===== config.mk =====
export PLATFORM = sky130hd
export DESIGN_NAME = nox_mem_arbiter
export DESIGN_NICKNAME = d
export VERILOG_FILES = /design/src/rtl/nox_mem_arbiter.sv
export SDC_FILE = /design/constraint.sdc
export NUM_CORES = 1
export LEC_CHECK = 0
export ABC_AREA = 0
export CAP_MARGIN = 0
export CORE_AREA = 2 2 111 113
export CTS_BUF_LIST = sky130_fd_sc_hd__clkbuf_16
export DETAILED_ROUTE_END_ITERATION = 10
export DIE_AREA = 0 0 113 115
export DONT_BUFFER_PORTS = 1
export GPL_ROUTABILITY_DRIVEN = 1
export SETUP_SLACK_MARGIN = 0.3
export SLEW_MARGIN = 20
export SYNTH_ARGS = -nofsm -noshare
export SYNTH_HDL_FRONTEND = slang
export SYNTH_SLANG_ARGS = --single-unit

===== constraint.sdc =====
create_clock -name clk -period 5.2 [get_ports clk]
set_input_delay 1.56 -clock clk [delete_from_list [all_inputs] [get_ports clk]]
set_output_delay 1.56 -clock clk [all_outputs]
set_load 0.01 [all_outputs]

===== src/rtl/nox_mem_arbiter.sv =====
// Round-robin arbiter sharing one pipelined memory channel between N_REQ requesters.
// A grant is held for a bounded burst. Because responses carry no ID, the grant only
// moves once every outstanding response has drained. Responses go to the owner of record.
module nox_mem_arbiter #(
  parameter int unsigned N_REQ      = 2,
  parameter int unsigned ADDR_WIDTH = 32,
  parameter int unsigned DATA_WIDTH = 32,
  parameter int unsigned MAX_OUTST  = 4,
  parameter int unsigned BURST_MAX  = 8
) (
  input  logic                                        clk,
  input  logic                                        arst,
  input  logic [N_REQ-1:0]                            req_valid_i,
  output logic [N_REQ-1:0]                            req_ready_o,
  input  logic [N_REQ*ADDR_WIDTH-1:0]                 req_addr_i,
  input  logic [N_REQ-1:0]                            req_we_i,
  input  logic [N_REQ*DATA_WIDTH-1:0]                 req_wdata_i,
  input  logic [N_REQ*(DATA_WIDTH/8)-1:0]             req_wstrb_i,
  output logic [N_REQ-1:0]                            resp_valid_o,
  output logic [DATA_WIDTH-1:0]                       resp_data_o,
  output logic                                        resp_err_o,
  output logic                                        mem_valid_o,
  input  logic                                        mem_ready_i,
  output logic [ADDR_WIDTH-1:0]                       mem_addr_o,
  output logic                                        mem_we_o,
  output logic [DATA_WIDTH-1:0]                       mem_wdata_o,
  output logic [DATA_WIDTH/8-1:0]                     mem_wstrb_o,
  input  logic                                        mem_resp_valid_i,
  input  logic [DATA_WIDTH-1:0]                       mem_resp_data_i,
  input  logic                                        mem_resp_err_i,
  output logic [(N_REQ > 1 ? $clog2(N_REQ) : 1)-1:0]  owner_o,
  output logic                                        busy_o,
  output logic                                        protocol_err_o
);

  localparam int unsigned OW = (N_REQ > 1) ? $clog2(N_REQ) : 1;
  localparam int unsigned SW = DATA_WIDTH / 8;

  typedef enum logic [1:0] {StIdle, StBusy, StDrain} state_e;

  state_e          state_q;
  logic [OW-1:0]   owner_q, rr_ptr_q;
  logic [3:0]      outst_q, outst_d;
  logic [7:0]      burst_q;
  logic            perr_q;

  logic [OW-1:0]   grant_idx, cand;
  logic            grant_found;
  logic            can_issue, accept, resp_ok, spurious;

  logic [ADDR_WIDTH-1:0] addr_arr  [N_REQ];
  logic [DATA_WIDTH-1:0] wdata_arr [N_REQ];
  logic [SW-1:0]         wstrb_arr [N_REQ];

  for (genvar g = 0; g < N_REQ; g++) begin : g_slice
    assign addr_arr[g]  = req_addr_i[g*ADDR_WIDTH +: ADDR_WIDTH];
    assign wdata_arr[g] = req_wdata_i[g*DATA_WIDTH +: DATA_WIDTH];
    assign wstrb_arr[g] = req_wstrb_i[g*SW +: SW];
  end

  // Round-robin search starting just after the last owner, wrapping around.
  always_comb begin
    grant_found = 1'b0;
    grant_idx   = rr_ptr_q;
    cand        = '0;
    for (int unsigned i = 1; i <= N_REQ; i++) begin
      cand = OW'((32'(rr_ptr_q) + i) % N_REQ);
      if (!grant_found && req_valid_i[cand]) begin
        grant_found = 1'b1;
        grant_idx   = cand;
      end
    end
  end

  // Issue/response qualification and the outstanding-count update.
  always_comb begin
    can_issue = (state_q == StBusy) && req_valid_i[owner_q] &&
                (outst_q < 4'(MAX_OUTST)) && (burst_q < 8'(BURST_MAX));
    accept    = can_issue && mem_ready_i;
    resp_ok   = mem_resp_valid_i && (outst_q != 4'd0);
    spurious  = mem_resp_valid_i && (outst_q == 4'd0);
    outst_d   = outst_q + {3'b000, accept} - {3'b000, resp_ok};
  end

  // Channel outputs; payload and response data read as zero when not qualified.
  always_comb begin
    mem_valid_o  = can_issue;
    mem_addr_o   = can_issue ? addr_arr[owner_q]  : '0;
    mem_we_o     = can_issue ? req_we_i[owner_q]  : 1'b0;
    mem_wdata_o  = can_issue ? wdata_arr[owner_q] : '0;
    mem_wstrb_o  = can_issue ? wstrb_arr[owner_q] : '0;
    req_ready_o  = '0;
    if (accept) req_ready_o[owner_q] = 1'b1;
    resp_valid_o = '0;
    if (resp_ok) resp_valid_o[owner_q] = 1'b1;
    resp_data_o  = resp_ok ? mem_resp_data_i : '0;
    resp_err_o   = resp_ok && mem_resp_err_i;
  end

  // Grant FSM, counters and the sticky spurious-response flag.
  always_ff @(posedge clk or negedge arst) begin
    if (!arst) begin
      state_q  <= StIdle;
      owner_q  <= '0;
      rr_ptr_q <= OW'(N_REQ - 1);
      outst_q  <= 4'd0;
      burst_q  <= 8'd0;
      perr_q   <= 1'b0;
    end else begin
      outst_q <= outst_d;
      if (spurious) perr_q <= 1'b1;
      case (state_q)
        StIdle: begin
          if (grant_found) begin
            owner_q <= grant_idx;
            burst_q <= 8'd0;
            state_q <= StBusy;
          end
        end
        StBusy: begin
          if (accept) begin
            burst_q <= burst_q + 8'd1;
          end else if (!req_valid_i[owner_q] || (burst_q >= 8'(BURST_MAX))) begin
            state_q <= StDrain;
          end
        end
        StDrain: begin
          // Hand over only once nothing is in flight, so responses cannot be misrouted.
          if (outst_d == 4'd0) begin
            state_q  <= StIdle;
            rr_ptr_q <= owner_q;
          end
        end
        default: state_q <= StIdle;
      endcase
    end
  end

  assign owner_o        = owner_q;
  assign busy_o         = (state_q != StIdle);
  assign protocol_err_o = perr_q;

endmodule


==> results.cfg <==
[floorplan]
die_x_um = 113
total_number_of_placement_rows = 40
die_area_um2 = 13000
die_span_y_um = 115
initial_core_util = 0.190
top_level_ports = 287
core_region_area_um2 = 11800

[clock_network]
cts_made_buffers = 3
tritoncts = done
cts_root_buf = clkbuf_16
cts_max_path_buffers = 2
worstSkewPairLatency_ns = 0.25
cts.htree.levels = 1
clk_slew_on_worst_s_h_paths_ns = 0.05
cts_setup_buffers = 0
postCtsHoldBufs = 0
tritoncts_num_sinks = 17
post_cts_sizing_count = 0

[critical_path]
r2r-start = outst_q[2]
worstSetupEndpointType = output pin
worst-endpoint-arrival_ns = 2.91
worst-path-max-fanout = 70
critPathLaunchType = input pin
r2r.worst_path.cells = 14
crit_chain = mux2_1, and4bb_2, nand2_4, nor2_1
critPathMaxStageDelay_ns = 0.51
cp-endpoint = mem_wdata_o[5]
worst_setup_path_startpoint = req_valid_i[1]
rr_endpoint = rr_ptr_q
timing.reg2reg.setup_slack_ns = 1.86
worst-setup-path-type = input pin to output pin
critical_path_required_ns = 3.64
slowest_cp_cell = nand2_4

[sta]
hold_viol = 0
maxClockFrequency_mhz = 224
layout_worst_path_cycle_share = 0.859
rsz_0062_raised_after_global_routing = false
max_slew_headroom = 0.418
totalNegativeSetupSlack_ns = 0
timing.hold.ws_ns = 0.488
slew_violations = 0
fin_skew_ns = 0.00356
final_worst_path_period_need_ns = 4.47
worstMarginPinSlew_ns = 0.874
setup_viol_count_final = 0

[run_status]
status = finished, violations left
failing_checks = DRC

[layout]
fin_util = 0.203
register_area_um2 = 430
num-nets-final = 455
antenna_cells_inserted = 0
area_of_combinational_cells_with_multiple_inputs_um2 = 1630
n_fill_cell = 1308
post_route_cells_drive_above_1_share = 0.0669
flow.area_growth_from_synthesis_pct = 6.87
layout.cell_area.non_filler_um2 = 2390

[detailed_routing]
router_iterations_before_antenna_repair = 9
drt_drc_violations_left = 17
drtIter0Drc = 89
route.detailed.vias_per_inst = 4.70
routed_wire_length_per_instance_um = 16.1
antenna_left = 0
wirelength_um = 6700
vias = 1954

[grt]
grt_pass1_wl_um = 7830
grt_pass1_vias = 1548
gr-total-overflow = 0
global_route.usage.total = 0.0751
grt_max_degree = 76
antenna_violations_before_repair = 0

[placed_design]
post-dp-hpwl_um = 5540
place_congestion = 0.834
io_buffer_count = 0
post_dp_cell_area_um2 = 2310

[yosys]
synth-main-ff-cell = dfrtp_1
synth.yosys.seq_area_share = 0.190
number_of_instances_in_the_synthesized_netlist = 282
yosys_warnings = 0
synth_edf_count = 0
synth.ff_latch_count = 17
post_synth.cell_area_avg_um2 = 7.95
synth_net_count = 467
yosysUniqueCellTypes = 44
postSynth.asyncResetShare = 1.00
post_synth_instance_area_um2 = 2240

[flow_run]
max_cap_viol_count = 0

[power]
vdd_ir_drop_max_uv = 425
total_power_uw = 1100
p_leak_uw = 0.00119
power_density_nw_per_um2 = 460

[min_path]
worst_hold_path_type = flip-flop to flip-flop
-- state kept, by name, summed over array words and instances (netlist names) --
register	flops
state_q	2
outst_q	4
rr_ptr_q	1
protocol_err_o	1
burst_q	8
owner_o	1
-- metal layers --
layer  wire length [um]  up-vias  part of all wire  GRT usage
met5                  0        -                 0          0
met4                 43        0            0.0064     0.0154
met3                501        4             0.075    0.00685
met2               3270      112              0.49      0.117
met1               2880      924              0.43      0.113
li1                   -      914                 -          -
-- worst max-delay path: cells and delay by family --
kind | cells | cell delay, ns
multiplexers | 1 | 0.29
AND/OR/NAND/NOR | 3 | 1.01
-- logic make-up (layout without fill, tap and decap cells) --
logic type,count (synthesis),after routing,synth area share
muxes,71,71,0.318
and+or+nand+nor,136,136,0.304
DFF,17,17,0.190
adders and majority gates,8,8,0.0480
xor gates and xnor gates,1,1,0.00391
AOI/OAI and AO/OA,17,17,0.0542
buffers and inverters,32,19,0.0810
-- where the power goes --
| group | total (uW) | internal (uW) | switching [uW] |
|---|---|---|---|
| logic | 733 | 304 | 430 |
| registers | 215 | 179 | 36.6 |
| clock network | 153 | 103 | 50.4 |
-- synthesized netlist by cell type (2+ instances only) --
cell type / n / area [um^2]
mux2i_1: 69 / 691
inv_1: 13 / 48.8
nand4_1: 2 / 12.5
nor2_2: 5 / 31.3
nor2b_1: 2 / 12.5
buf_6: 4 / 45.0
dfrtp_1: 16 / 400
and2_1: 40 / 250
a21o_1: 3 / 22.5
o21ai_0: 3 / 15.0
nor2_1: 67 / 251
nor3_1: 4 / 20.0
ha_1: 7 / 87.6
clkbuf_1: 10 / 37.5
nand3_1: 3 / 15.0
clkbuf_8: 3 / 41.3
nand2_1: 4 / 15.0
-- worst min-delay path by stage --
stage                     slack (ns)  depth (start not counted)    endpoint       start
after floorplan                 0.45                          1  burst_q[7]  burst_q[7]
after global placement          0.47                          1  burst_q[4]  burst_q[4]
after detailed placement        0.47                          1  burst_q[4]  burst_q[4]
after CTS                       0.49                          1  burst_q[5]  burst_q[5]
after global routing            0.50                          1  burst_q[4]  burst_q[4]
final                           0.49                          1  burst_q[4]  burst_q[4]
-- layout make-up --
type,count,area share
Multi-Input combinational cell,233,0.682
Sequential cell,17,0.180
Tap cell,147,0.0768
Clock buffer,3,0.0313
Inverter,13,0.0204
Timing Repair Buffer,2,0.00784
Clock inverter,1,0.00209
-- cell usage in the layout (no fill, tap or decap), types with 2 or more instances in the layout --
cell type,n
nand3_1,3
nand4_1,2
o21ai_0,3
nor2b_1,2
nand2_1,4
dfrtp_1,15
ha_1,7
clkbuf_16,3
nor3_1,4
a21o_1,3
and2_1,40
nor2_1,67
inv_1,13
mux2i_1,69
nor2_2,5
-- through the flow --
step | setup slack, ns | cells
floorplan | 1.16 | 282
global placement | 0.802 | 412
CTS | 0.759 | 416
global route | 0.689 | 416
finish | 0.734 | 416
detailed placement | 0.764 | 412
Note: power is estimated with default switching activity, not from simulation.
